[src/rtl/aregc01_seq.sv]
// aregc01_seq: 1.8V core regulator power-up sequencer (in: clk, reset, req_en, pgood; out: reg_en, reg_enb, ready, fault, lockout, retry_cnt)
module aregc01_seq #(
  parameter int unsigned SETTLE_CYCLES   = 16,
  parameter int unsigned TIMEOUT_CYCLES  = 256,
  parameter int unsigned COOLDOWN_CYCLES = 64,
  parameter int unsigned DEGLITCH        = 4,
  parameter int unsigned MAX_RETRY       = 3,
  parameter int unsigned CNT_W           = 10
) (
  input  logic       clk,
  input  logic       reset,
  input  logic       req_en,
  input  logic       pgood,
  output logic       reg_en,
  output logic       reg_enb,
  output logic       ready,
  output logic       fault,
  output logic       lockout,
  output logic [1:0] retry_cnt
);
  localparam int unsigned GW = $clog2(DEGLITCH + 1);
  typedef enum logic [2:0] {OFF, START, CHECK, ON, FLT, LOCK} state_t;
  state_t state, nxt;
  logic pg_m, pg_s;
  logic [CNT_W-1:0] cnt;
  logic [GW-1:0] glitch, glitch_nxt;
  logic [1:0] retry_nxt;
  logic settle_done, timeout, cool_done, brown, en_nxt;
  assign settle_done = cnt == CNT_W'(SETTLE_CYCLES - 1);
  assign timeout     = cnt == CNT_W'(TIMEOUT_CYCLES - 1);
  assign cool_done   = cnt == CNT_W'(COOLDOWN_CYCLES - 1);
  assign glitch_nxt  = pg_s ? '0 : glitch + 1'b1;
  assign brown       = glitch_nxt == GW'(DEGLITCH);
  assign en_nxt      = nxt inside {START, CHECK, ON};
  always_comb begin
    nxt = state;
    if (!req_en) nxt = OFF;
    else
      case (state)
        OFF:     nxt = START;
        START:   nxt = settle_done ? CHECK : START;
        CHECK:   nxt = pg_s ? ON : timeout ? FLT : CHECK;
        ON:      nxt = brown ? FLT : ON;
        FLT:     nxt = !cool_done ? FLT : (retry_cnt < 2'(MAX_RETRY)) ? START : LOCK;
        default: nxt = LOCK;
      endcase
    retry_nxt = nxt == OFF ? 2'd0 : (state == FLT && nxt == START) ? retry_cnt + 2'd1 : retry_cnt;
  end
  always_ff @(posedge clk or posedge reset) begin
    if (reset) begin
      state     <= OFF;
      pg_m      <= 1'b0;
      pg_s      <= 1'b0;
      cnt       <= '0;
      glitch    <= '0;
      retry_cnt <= 2'd0;
      reg_en    <= 1'b0;
      reg_enb   <= 1'b1;
      ready     <= 1'b0;
      fault     <= 1'b0;
      lockout   <= 1'b0;
    end else begin
      pg_m      <= pgood;
      pg_s      <= pg_m;
      state     <= nxt;
      cnt       <= (nxt == state && nxt inside {START, CHECK, FLT}) ? cnt + 1'b1 : '0;
      glitch    <= (nxt == ON && state == ON) ? glitch_nxt : '0;
      retry_cnt <= retry_nxt;
      reg_en    <= en_nxt;
      reg_enb   <= !en_nxt;
      ready     <= nxt == ON;
      fault     <= nxt inside {FLT, LOCK};
      lockout   <= nxt == LOCK;
    end
  end
endmodule

[config.mk]
export PLATFORM = sky130hd
export DESIGN_NAME = aregc01_seq
export DESIGN_NICKNAME = d
export VERILOG_FILES = /design/src/rtl/aregc01_seq.sv
export SDC_FILE = /design/constraint.sdc
export NUM_CORES = 1
export LEC_CHECK = 0
export CORE_ASPECT_RATIO = 1.1
export CORE_MARGIN = 4
export CORE_UTILIZATION = 28
export DETAILED_ROUTE_END_ITERATION = 8
export GPL_ROUTABILITY_DRIVEN = 0
export PLACE_DENSITY = 0.41
export SLEW_MARGIN = 10
export SYNTH_ARGS = -nofsm -noshare
export SYNTH_HDL_FRONTEND = slang
export SYNTH_SLANG_ARGS = --single-unit
[constraint.sdc]
create_clock -name clk -period 2.9 [get_ports clk]
set_clock_uncertainty 0.05 [all_clocks]
set_input_delay 0.58 -clock clk [delete_from_list [all_inputs] [get_ports clk]]
set_output_delay 0.58 -clock clk [all_outputs]
set_load 0.005 [all_outputs]
# == After elaboration in Yosys (flattened, before gate mapping) ==
# Index checks and enable logic that the tools add are counted.
# word_totals
output_inout_bits,7
input_bits,4
word_cells,52
regBits,25
# classes
n_lt_le_gt_ge,1
reduce_logical,10
mux,13
add_sub_neg,3
n_eq_ne,14
# op_table
op,count
two-way mux 3 bit,8
one-hot mux 3 bit (5 select lines),1
"== test 3 x 2 -> 1 bit, second input constant",4
"== test 3 bit, second input constant",4
"adder 10 x 1 -> 10 bit, second input constant",1
"== test 10 x 4 -> 1 bit, second input constant",1
"== test 10 x 6 -> 1 bit, second input constant",1
"== test 10 x 8 -> 1 bit, second input constant",1
two-way mux 10 bit,1
"== test 3 x 1 -> 1 bit, second input constant",2
logical NOT 3 bit,2
two-way mux 2 bit,3
nonzero test 3 bit,2
nonzero test 2 bit,2
"adder 3 x 1 -> 3 bit, second input constant",1
== test 3 bit,1
logical AND 1 bit,3
"adder 2 x 1 -> 2 bit, second input constant",1
"less-than comparator 2 bit, second input constant",1
logical NOT 1 bit,1

# == Depth between registers and ports, before layout ==
# depth
word_depth,10
depth_mapped,7
mapped_depth_nobuf,7

# == Least setup slack after synthesis ==
# No wires, ideal clock.
# synth_path
kind,reg2reg
startpoint,register glitch[0]
endpoint,register cnt[1]
synth_period_minus_slack_ns,2.232
n_path_buf,1
arrival_ns,2.045
stages_incl_launch_ff,8
path_slack_ns,0.668
setup_time_ns,0.137
required_time_ns,2.713
path_cell_list,dfrtp_1 -> ha_1 -> or3b_2 -> o31a_2 -> a31oi_4 -> o22a_1 -> buf_6 -> nor3b_2
# synth_via
elab_chain_cells,10
word_cells_on_any_way,13
cone_classes,add/sub (1); eq/ne (5); mux (5); reduce/logical (2)
# synth_rtl
item,line,rtl
from (decl),26,"logic [GW-1:0] glitch, glitch_nxt;"
from (signal assigned),67,glitch <= (nxt == ON && state == ON) ? glitch_nxt : '0;
adder 3 x 1 -> 3 bit *,32,assign glitch_nxt = pg_s ? '0 : glitch + 1'b1;
two-way mux 3 bit *,32,
== test 3 bit *,33,assign brown = glitch_nxt == GW'(DEGLITCH);
two-way mux 3 bit *,43,ON: nxt = brown ? FLT : ON;
one-hot mux 3 bit (5 select lines) *,39,case (state)
two-way mux 3 bit *,37,if (!req_en) nxt = OFF;
net nxt[2],23,"state_t state, nxt;"
"== test 3 x 1 -> 1 bit, or another cell as far along",66,"cnt <= (nxt == state && nxt inside {START, CHECK, FLT}) ? cnt + 1'b1 : '0;"
nonzero test 3 bit,66,
logical AND 1 bit *,66,
two-way mux 10 bit *,66,
to (signal assigned),66,
to (decl),25,logic [CNT_W-1:0] cnt;
# Mark *: on every way through the listed nets, which the timed path passes. The rest lies on a longest branch.
# A chain may end at the register's enable or synchronous reset.

# == Worst setup path in the final report ==
# layout_path
startpoint,register glitch[0]
endpoint,register cnt[7]
# The elaborated chain is that of the path after synthesis.

==> results.sh <==
export IMPL_slew_headroom_pct=60.31
export IMPL_firstDrtPassIters=4
export IMPL_hold_viol_final=0
export IMPL_area_growth_pct=17.83
export IMPL_critPathMaxStageDelay_ns=0.49
export IMPL_cts_clk_slew_worst_paths_ns=0.09
export IMPL_cts_tree="built"
export IMPL_fin_crit_sh_pct=83.37
export IMPL_synth_async_reset_ratio_pct=100.0
export IMPL_total_power_w=0.0006021
export IMPL_cts_buffers=3
export IMPL_outcome="complete, no violations"
export IMPL_yosys_warnings=0
export IMPL_fin_ws_ns=0.4823
export IMPL_antenna_cells=0
export IMPL_startpoint_type="flip-flop"
export IMPL_synthCells=116
export IMPL_power_leakage_nw=0.6444
export IMPL_overflow=0
export IMPL_die_x_um=74.48
export IMPL_routed_wl_mm=2.834
export IMPL_worst_pin_slew_ns=0.5900
export IMPL_critical_path_top_delay_family="compound AO/OA/AOI/OAI gates"
export IMPL_cp_required_ns=3.00
export IMPL_tns_ns=0
export IMPL_worst_hold_path_type="flip-flop to flip-flop"
export IMPL_die_height_um=81.13
export IMPL_design_area_sq_um=1604
export IMPL_insertion_delay_ns=0.27
export IMPL_nets=142
export IMPL_min_period_ns=2.418
export IMPL_synth_edf_count=0
export IMPL_coreArea_sq_um=4684
export IMPL_grt_pass1_wl_mm=4.712
export IMPL_die_area_sq_um=6043
export IMPL_grt_pass1_vias=990
export IMPL_fmax_mhz=413.6
export IMPL_cp_buffers_inverters=1
export IMPL_clkSinkCount=25
export IMPL_clock_path_buffers=2
export IMPL_rsz0062_at_grt="false"
export IMPL_crit_chain="ha_1 -> or3b_2 -> o31a_2 -> a31oi_4 -> o22a_1 -> buf_4 -> nor3_2"
export IMPL_setup_viol=0
export IMPL_syn_area_per_cell_sq_um=11.74
export IMPL_drc_errors=0
export IMPL_syn_num_nets=123
export IMPL_drtIter0Drc=16
export IMPL_antenna_found_initial=0
export IMPL_whs_ns=0.3046
export IMPL_cp_end_kind="flip-flop"
export IMPL_via_count=980
export IMPL_synth_seq_cells=25
export IMPL_initial_core_util_pct=29.06
export IMPL_placed_area_sq_um=1558
export IMPL_synthFlopType="dfrtp_1"
export IMPL_ys_seq_area_share_pct=46.05
export IMPL_post_cts_buffers=0
export IMPL_slowest_stage="or3b_2"
export IMPL_layout_common_cells="dfrtp_1, nor2_1, clkdlybuf4s50_1, nor3_2, xnor2_1"
export IMPL_pin_count=11
export IMPL_cts_root_buffer="clkbuf_8"
export IMPL_layout_drive_gt1_share_pct=28.36
export IMPL_ctsHoldBuffers=0
export IMPL_drv_slew=0
export IMPL_viasPerCell=5.158
export IMPL_path_max_fanout=10
export IMPL_power_density_nw_per_um2=375.4
export IMPL_path_class="flip-flop to flip-flop"
export IMPL_grt_max_degree=26
export IMPL_h_tree_depth=1
export IMPL_preCtsSetupSlack_ns=0.4838
export IMPL_place_hpwl_mm=2.069
export IMPL_layout_commonest_cell="dfrtp_1"
export IMPL_grtUsageTotal_pct=10.24
export IMPL_yosysUniqueCellTypes=44
export IMPL_peakVddDrop_mv=0.1359
export IMPL_rows=26
export IMPL_routedWlPerCell_um=14.92
export IMPL_syn_area_sq_um=1361
export IMPL_ant_nets=0
export IMPL_io_buffers=10
export IMPL_maxCapViolCount=0
export IMPL_cts_resized=0
export IMPL_arrival_ns=2.52
[area by class of cell]
cell class / count / area [sq um]
clock inverter: 1 / 5.005
fill: 470 / 3080
clock buffer: 3 / 41.29
inverter: 6 / 22.52
sequential: 25 / 626.9
timing repair buffer: 15 / 137.6
tap: 56 / 70.07
multi-input combinational: 84 / 700.7
[synth_stat cells, drive strengths merged (2+ instances only)]
master | n | area, sq um
ha | 3 | 37.54
inv | 6 | 22.52
o21ai | 3 | 15.01
xor2 | 3 | 26.28
dfrtp | 24 | 600.6
or4 | 3 | 30.03
nor3 | 11 | 100.1
nand2 | 5 | 18.77
nand3 | 3 | 20.02
a31oi | 3 | 33.78
nor2 | 11 | 41.29
nor3b | 2 | 20.02
o22a | 3 | 27.53
nand4 | 3 | 18.77
and3 | 2 | 18.77
xnor2 | 7 | 61.31
or3b | 2 | 17.52
a21oi | 2 | 10.01
nor4 | 4 | 31.28
[metal layers]
layer  vias to the layer above  routed length, um  global-route usage [%]  share of wire [%]
li1                        466                  -                       -                  -
met4                         0                 96                   5.338                3.4
met1                       488               1282                   12.20                 45
met3                         9                 71                   1.856                2.5
met5                         -                  0                       0                  0
met2                        17               1384                   17.31                 49
[worst paths after layout]
path,cells past startpoint,from,slack [ns],end
setup / recovery,7,glitch[0],0.48,cnt[7]
hold / removal,0,pg_m,0.30,pg_s
setup reg to reg,7,glitch[0],0.48,cnt[7]
hold reg to reg,0,pg_m,0.30,pg_s
max in group asynchronous,3,reset,1.91,reg_enb
min in group asynchronous,3,reset,0.59,cnt[1]
[where the power goes]
group | switching, W | internal [W]
Sequential | 0.00000449 | 0.000354
Combinational | 0.0000183 | 0.0000133
Clock | 0.000116 | 0.0000963
Total | 0.000139 | 0.000463
[registers in the layout, indices dropped and copies added, names as in the netlist]
| register | count |
|---|---|
| pg_s | 1 |
| fault | 1 |
| pg_m | 1 |
| glitch | 3 |
| state | 3 |
| ready | 1 |
| reg_en | 1 |
| reg_enb | 1 |
| cnt | 10 |
| lockout | 1 |
| retry_cnt | 2 |
[stage by stage]
stage / utilization, % / std cells
2_1_floorplan: - / 116
3_3_place_gp: 33.25 / 186
3_5_place_dp: 33.25 / 186
4_1_cts: 34.24 / 190
5_1_grt: 34.24 / 190
6_report: 34.24 / 190
[cell families after synthesis]
family	Yosys count	synth area share, %
XOR/XNOR	10	6.434
adder cells (fa/ha/maj)	3	2.758
AND/OR/NAND/NOR	51	26.20
flip-flops	25	46.05
multiplexers	1	1.654
buffers and inverters	7	2.481
AO/OA/AOI/OAI	19	14.43
Note: power is estimated with default switching activity, not from simulation.
